## src/rtl/mem_arbiter.sv

```systemverilog
// Arbitrates the DDR3 UI command port between cart (priority) and USB requesters,
// with a starvation guard for USB and in-order read-data routing via a tag FIFO.
module mem_arbiter #(
  parameter int ADDR_W          = 28,
  parameter int DATA_W          = 128,
  parameter int MAX_OUTSTANDING = 4,
  parameter int STARVE_LIMIT    = 8
) (
  input  logic              clk,
  input  logic              rst,
  input  logic              m_init_done,
  input  logic              c_req,
  input  logic              c_we,
  input  logic [ADDR_W-1:0] c_addr,
  input  logic [DATA_W-1:0] c_wdata,
  output logic              c_gnt,
  output logic              c_rvalid,
  output logic [DATA_W-1:0] c_rdata,
  input  logic              u_req,
  input  logic              u_we,
  input  logic [ADDR_W-1:0] u_addr,
  input  logic [DATA_W-1:0] u_wdata,
  output logic              u_gnt,
  output logic              u_rvalid,
  output logic [DATA_W-1:0] u_rdata,
  output logic              m_cmd_valid,
  output logic              m_cmd_we,
  output logic [ADDR_W-1:0] m_cmd_addr,
  output logic [DATA_W-1:0] m_wdata,
  input  logic              m_cmd_ready,
  input  logic              m_rvalid,
  input  logic [DATA_W-1:0] m_rdata,
  output logic              err_rd_underflow
);

  localparam int PTR_W = (MAX_OUTSTANDING > 1) ? $clog2(MAX_OUTSTANDING) : 1;
  localparam int CNT_W = $clog2(MAX_OUTSTANDING + 1);
  localparam int ST_W  = $clog2(STARVE_LIMIT + 1);
  localparam logic [CNT_W-1:0] MAX_CNT    = CNT_W'(MAX_OUTSTANDING);
  localparam logic [ST_W-1:0]  STARVE_MAX = ST_W'(STARVE_LIMIT);

  typedef enum logic {S_IDLE, S_CMD} state_t;

  state_t state_q, state_d;

  logic              we_q, we_d;
  logic [ADDR_W-1:0] addr_q, addr_d;
  logic [DATA_W-1:0] wdata_q, wdata_d;
  logic              owner_q, owner_d;   // 1 = USB owns the staged command

  logic [MAX_OUTSTANDING-1:0] tag_q, tag_d;
  logic [PTR_W-1:0]           wr_ptr_q, wr_ptr_d;
  logic [PTR_W-1:0]           rd_ptr_q, rd_ptr_d;
  logic [CNT_W-1:0]           cnt_q, cnt_d;
  logic [ST_W-1:0]            starve_q, starve_d;

  logic              c_rvalid_q, c_rvalid_d;
  logic              u_rvalid_q, u_rvalid_d;
  logic [DATA_W-1:0] rdata_q, rdata_d;
  logic              err_q, err_d;

  logic sel_usb, sel_valid, sel_we, stage, hs, push, pop;

  // Selection and handshake qualifiers shared by the FSM and datapath
  always_comb begin
    sel_usb   = u_req && (!c_req || (starve_q == STARVE_MAX));
    sel_valid = c_req || u_req;
    sel_we    = sel_usb ? u_we : c_we;
    stage     = (state_q == S_IDLE) && m_init_done && sel_valid &&
                (sel_we || (cnt_q < MAX_CNT));
    hs        = (state_q == S_CMD) && m_cmd_ready;
    push      = hs && !we_q;
    pop       = m_rvalid && (cnt_q != '0);
  end

  always_ff @(posedge clk or negedge rst) begin
    if (!rst) state_q <= S_IDLE;
    else      state_q <= state_d;
  end

  always_comb begin
    state_d = state_q;
    unique case (state_q)
      S_IDLE: if (stage)       state_d = S_CMD;
      S_CMD:  if (m_cmd_ready) state_d = S_IDLE;
      default:                 state_d = S_IDLE;
    endcase
  end

  always_comb begin
    m_cmd_valid      = (state_q == S_CMD);
    m_cmd_we         = we_q;
    m_cmd_addr       = addr_q;
    m_wdata          = wdata_q;
    c_gnt            = hs && !owner_q;
    u_gnt            = hs && owner_q;
    c_rvalid         = c_rvalid_q;
    u_rvalid         = u_rvalid_q;
    c_rdata          = rdata_q;
    u_rdata          = rdata_q;
    err_rd_underflow = err_q;
  end

  always_comb begin
    we_d     = we_q;
    addr_d   = addr_q;
    wdata_d  = wdata_q;
    owner_d  = owner_q;
    tag_d    = tag_q;
    wr_ptr_d = wr_ptr_q;
    rd_ptr_d = rd_ptr_q;
    cnt_d    = cnt_q;
    starve_d = starve_q;
    rdata_d  = rdata_q;
    err_d    = err_q;

    if (stage) begin
      owner_d = sel_usb;
      we_d    = sel_we;
      addr_d  = sel_usb ? u_addr : c_addr;
      wdata_d = sel_usb ? u_wdata : c_wdata;
    end

    if (push) begin
      tag_d[wr_ptr_q] = owner_q;
      wr_ptr_d        = wr_ptr_q + PTR_W'(1);
    end
    if (pop) begin
      rd_ptr_d = rd_ptr_q + PTR_W'(1);
      rdata_d  = m_rdata;
    end
    if (push && !pop)      cnt_d = cnt_q + CNT_W'(1);
    else if (pop && !push) cnt_d = cnt_q - CNT_W'(1);

    c_rvalid_d = pop && !tag_q[rd_ptr_q];
    u_rvalid_d = pop && tag_q[rd_ptr_q];

    if (m_rvalid && (cnt_q == '0)) err_d = 1'b1;

    // USB waiting is what the guard measures, so u_req low always wins
    if (!u_req || u_gnt)                      starve_d = '0;
    else if (c_gnt && starve_q != STARVE_MAX) starve_d = starve_q + ST_W'(1);
  end

  always_ff @(posedge clk or negedge rst) begin
    if (!rst) begin
      we_q       <= 1'b0;
      addr_q     <= '0;
      wdata_q    <= '0;
      owner_q    <= 1'b0;
      tag_q      <= '0;
      wr_ptr_q   <= '0;
      rd_ptr_q   <= '0;
      cnt_q      <= '0;
      starve_q   <= '0;
      c_rvalid_q <= 1'b0;
      u_rvalid_q <= 1'b0;
      rdata_q    <= '0;
      err_q      <= 1'b0;
    end else begin
      we_q       <= we_d;
      addr_q     <= addr_d;
      wdata_q    <= wdata_d;
      owner_q    <= owner_d;
      tag_q      <= tag_d;
      wr_ptr_q   <= wr_ptr_d;
      rd_ptr_q   <= rd_ptr_d;
      cnt_q      <= cnt_d;
      starve_q   <= starve_d;
      c_rvalid_q <= c_rvalid_d;
      u_rvalid_q <= u_rvalid_d;
      rdata_q    <= rdata_d;
      err_q      <= err_d;
    end
  end

endmodule

```

## config.mk

```make
export PLATFORM = sky130hd
export DESIGN_NAME = mem_arbiter
export DESIGN_NICKNAME = d
export VERILOG_FILES = /design/src/rtl/mem_arbiter.sv
export SDC_FILE = /design/constraint.sdc
export NUM_CORES = 1
export LEC_CHECK = 0
export ABC_AREA = 0
export ABC_CLOCK_PERIOD_IN_PS = 2790
export CORE_AREA = 2 2 336 338
export CTS_CLUSTER_SIZE = 25
export DETAILED_ROUTE_END_ITERATION = 10
export DIE_AREA = 0 0 338 340
export SYNTH_ARGS = -nofsm -noshare
export SYNTH_HDL_FRONTEND = slang
export SYNTH_SLANG_ARGS = --single-unit
```

## constraint.sdc

```tcl
create_clock -name clk -period 2.79 [get_ports clk]
set_input_delay 0.558 -clock clk [delete_from_list [all_inputs] [get_ports clk]]
set_output_delay 0.558 -clock clk [all_outputs]
set_load 0.05 [all_outputs]
```

* Word-level counts from Yosys, hierarchy flattened *
Cells that the tools add are included.

storage, ports and cells
  flip-flop bits (word level) = 305
  bits of input ports = 449
  output and inout port bits = 419
  logic and storage cells = 72

operators by class
  add/subtract/negate cells = 5
  $lt $le $gt $ge = 4
  equal/unequal tests = 2
  muxes and demuxes = 15
  bitwise gates (word level) = 1
  reductions and logical operators = 31

operators with widths
  kind                   number
  $mux W128              1
  $mux W28               1
  $logic_and A1 B1 Y1    16
  $mux W4                2
  $logic_not A1 Y1       7
  $lt A2 B3 Y1 const B   2
  $mux W3                2
  $mux W1                5
  $add A2 B1 Y2 const B  2
  $add A4 B1 Y4 const B  1
  $bwmux W4              1
  $eq A4 B4 Y1 const B   1
  $logic_or A1 B1 Y1     4
  $ne A4 B4 Y1 const B   1
  $reduce_bool A2 Y1     2
  $add A3 B1 Y3 const B  1
  $logic_not A3 Y1       1
  $lt A3 B3 Y1 const B   1
  $reduce_bool A3 Y1     1
  $sub A3 B1 Y3 const B  1
  $bmux W1 S2            1
  $demux W1 S2           1
  $ge A2 B1 Y1 const B   1
  $pmux W1 S2            1
  $not A1 Y1             1

* Longest topological paths before layout *
  depth in word-level cells = 8
  mapped depth = 11
  mapped depth without buffers = 8

* Worst setup path before layout *
No wires, ideal clock.

  path kind = reg2reg
  start = reg cnt_q[0]
  end = reg cnt_q[2]
  arrival time = 2.316 ns
  required time = 2.711 ns
  slack = 0.395 ns
  stages on the path, launching flop included = 12
  path buffers = 3
  clock period less this slack = 2.395 ns
  cells stage by stage = dfrtp_1 nor3_1 nand2b_1 clkbuf_1 buf_2 buf_2 ha_1 inv_1 fa_1 xor2_1 nor2_1 xor2_1

on the way
  word-level cells in the longest chain between the ends = 5

ends and longest elaborated chain
  item                                                   line  source
  from (decl)                                            54    logic [CNT_W-1:0] cnt_q, cnt_d;
  from (signal assigned)                                 168   cnt_q <= cnt_d;
  branches (longest 5 deep; another with $sub A3 B1 Y3)  -

Parallel ways; which one is timed is not known. The select of a mux whose other input is x is not followed.
A chain may end at the register's enable or synchronous reset.

* Worst setup path in the final report *
  start = reg rdata_q[64], in the netlist c_rdata[64]
  end = out c_rdata[64]

RTL lines
  item                    line  source
  from (decl)             59    logic [DATA_W-1:0] rdata_q, rdata_d;
  from (signal assigned)  172   rdata_q <= rdata_d;
  to (decl)               18    output logic [DATA_W-1:0] c_rdata,

No word-level cell between the ends.

==> reports/results.txt <==
The critical path depth in cells came out at 1. The signal on the critical path passes through clkdlybuf4s50_1. The initial antenna violation count is 23.

In this run, synthesis produced a sequential element count of 305. The clock reaches the later pin of the worst-skew pair after 0.57 ns. Data arrives at the worst endpoint at 1.96 ns. The routed wire length per instance came out at 18.50 um.

The number of cells traversed by the worst hold path was 1. TritonCTS built the clock tree. The run gives 0.02569 mm2 as the post-route standard cell area excluding fillers. The die covers 0.1149 mm2. Across the run, the number of max-cap violations was 0.

A synthesized cell averages 14.55 um2. The worst setup path is of the register to output port kind. The post-route fraction of the period consumed by the critical path was 0.9041.

The slowest stage of the critical path is the sky130_fd_sc_hd__clkdlybuf4s50_1 cell. The first TritonRoute pass finished after 4 iterations. The via count of the first global-routing pass was 11710; the horizontal die dimension was 338 um. The net count after synthesis was 1452; the number of buffer and inverter instances along the worst setup path was 1. End point of the critical path: c_rdata[64]. After clock tree synthesis, the clock-pin slew on the worst setup and hold paths is 0.06 ns.

The flow ran to the end, and the final reports show no timing, DRC or antenna violations. In this run the remaining antenna-violating nets after routing total 0. Entering global routing, the biggest net connects 63 pins. The biggest fanout along the worst timing path was 3; the count of buffers added by post-CTS timing repair for setup was 0. The clock tree buffer depth came out at 3.

The worst slew slack as a fraction of its limit is 0.4754. The cell area reported after detailed placement was 0.02438 mm2; the count of nets after finishing was 2250. In the layout the commonest cells are sky130_fd_sc_hd__clkdlybuf4s50_1, sky130_fd_sc_hd__mux2_2, sky130_fd_sc_hd__dfrtp_1. The power density over the cells is 1183 mW/mm2. Reg-to-reg critical path endpoint: m_wdata[15]. For the peak ir drop on the vdd network, the log shows 0.6271 mV. Post-CTS repair changed the size of 0 cells.

The run gives 0 as the hold violation total from the final report. For this run, the number of Yosys warnings is 0. Count of final setup violators: 0. The most frequent standard cell in the layout excluding fill and tap cells is sky130_fd_sc_hd__clkdlybuf4s50_1.

For the minimum setup slack among reg-to-reg paths, the log shows 0.53 ns. The vias per cell is 3.280. The sequential element share of the synthesized area is 0.5272, and the core footprint is 0.1116 mm2.

The start point of the critical path is c_rdata[64]. The path class of the tightest hold or removal check is register to register. For the number of design-rule violations left by the first detailed-router iteration, the log shows 283. The run gives 305 as the clock sink count. The kind of start point of the critical path is a register. The first global-routing pass estimated 84700 um of wire.

Compared with the post-synthesis result, the final layout area differs by 77.49%. TritonCTS created 38 clock buffers. The max-slew violation count was 0. Summed over all failing endpoints, the final setup total negative slack is 0 ns. In the routed design, unresolved DRC markers number 0.

The starting utilization of the core area was 0.1297; the number of top-level pins was 868. The depth of the CTS H-tree is 2. The die is 340 um tall. The cell type group with the largest total delay on the critical path was buffers and inverters.

On the worst path, the slowest cell contributes a delay of 1.01 ns. The logs give 33 for the distinct cell type count of the synthesized netlist and 0.01448 mm2 for the cell area after technology mapping. The start of the worst register-to-register path is starve_q[0]. The final wirelength was 61450 um. Summing over every cut layer, the via total after detailed routing is 10900. Worst clock skew on the final layout: 0.01320 ns.

Setup repair after global routing left no endpoint under its margin. The instance count of the mapped netlist was 995. The clock period minus final worst setup slack came out at 2.523 ns. For the worst setup path, the data required time is 2.23 ns. Global routing finished with a remaining overflow of 0. The tree is rooted in a sky130_fd_sc_hd__clkbuf_16.

The leakage power figure was 10.00 nW; the worst reg-to-reg path cell count was 8. The logs give 0.3964 GHz for the top achievable clock speed and 123 for the number of standard-cell rows in the floorplan. The routability-driven placement congestion ratio came out at 0.8657. For the pin with the worst max-slew slack, the measured transition is 0.7845 ns. The total track usage came out at 0.1027. Input and output buffers added on the ports amount to 867. The proportion of layout cells with a drive suffix above 1 came out at 0.3174. STA classifies the critical path endpoint as an output port. The run gives 50830 um as the estimated wirelength of the detail-placed design.
per-layer routing:
| metal | up-vias | track usage | wire length (um) |
|---|---|---|---|
| li1 | 4960 | - | - |
| met1 | 5311 | 0.1188 | 24290 |
| met2 | 528 | 0.1771 | 29850 |
| met3 | 90 | 0.03994 | 5930 |
| met4 | 8 | 0.02398 | 1326 |
| met5 | - | 0 | 51 |
cell families after synthesis:
kind of cell    after synthesis  synth area share
xor+xnor                      9          0.005445
simple gates                 28           0.01003
mux                         448            0.3491
buf+inv                     184           0.09369
flops                       305            0.5272
fa+ha+maj                     8          0.007433
compound gates               13          0.007087
timing repair:
action	in CTS	in global routing
hold endpoints to repair	17	0
setup endpoints to repair	0	0
hold buffers	1	0
final cells by class:
type / count / area [um2]
clock inverter: 13 / 191.4
sequential: 305 / 7632
timing repair buffer: 935 / 9354
fill: 11810 / 85880
inverter: 7 / 26.28
tap: 1500 / 1877
clock buffer: 52 / 1104
multi-input combinational: 506 / 5500
antenna: 4 / 10.01
power by group:
part | switching [mW] | total [mW] | internal (mW)
registers | 1.41 | 7.70 | 6.29
clock network | 2.04 | 5.18 | 3.14
logic | 11.2 | 17.5 | 6.37
total | 14.6 | 30.4 | 15.8
cell usage after synthesis (all sizes together):
cell type  count  area [um2]
nand4          1       6.260
xnor2          4       35.03
and4b          1       13.76
nor2b          1       6.260
nand2b         4       25.02
and3           1       6.260
and3b          1       8.760
buf          176        1326
and2b          1       7.510
mux4           1       22.52
nand2          8       30.03
ha             7       87.58
o211a          1       10.01
a21oi          1       5.000
mux2         445        5011
clkbuf         1       3.750
inv            7       26.28
xor2           5       43.79
o311a          1       21.27
o21ai          4       20.02
mux2i          2       20.02
a21o           1       7.510
dfrtp        305        7632
o2bb2ai        1       8.760
nor3           1       5.000
fa             1       20.02
nor2           9       36.29
o21bai         2       15.01
o211ai         2       15.01
sequential cells by signal, indices dropped and copies added (netlist names):
name / flops
owner_q: 1
err_rd_underflow: 1
cnt_q: 3
m_cmd_addr: 28
wr_ptr_q: 2
m_wdata: 128
starve_q: 4
m_cmd_we: 1
tag_q: 4
m_cmd_valid: 1
rd_ptr_q: 2
c_rdata: 128
u_rvalid: 1
c_rvalid: 1
metrics by stage:
step,total power [mW],setup WS (ns),util,hold slack (ns),cells
after floorplan,19.27,0.3950,-,0.2624,995
after global placement,25.38,0.1044,0.2185,0.4444,3252
after detailed placement,25.45,0.07171,0.2185,0.4524,3252
after CTS,30.87,0.2330,0.2302,0.4650,3318
after global routing,31.70,0.1836,0.2302,0.4711,3319
final,30.40,0.2675,0.2303,0.4585,3322
how the worst min path moves through the flow:
stage	slack, ns	startpoint	endpoint
floorplan	0.26	rst	c_rdata[0]
detailed placement	0.45	err_rd_underflow	err_rd_underflow
finish	0.46	err_rd_underflow	err_rd_underflow
CTS	0.47	err_rd_underflow	err_rd_underflow
global route	0.47	err_rd_underflow	err_rd_underflow
global placement	0.44	err_rd_underflow	err_rd_underflow
Note: power is estimated with default switching activity, not from simulation.
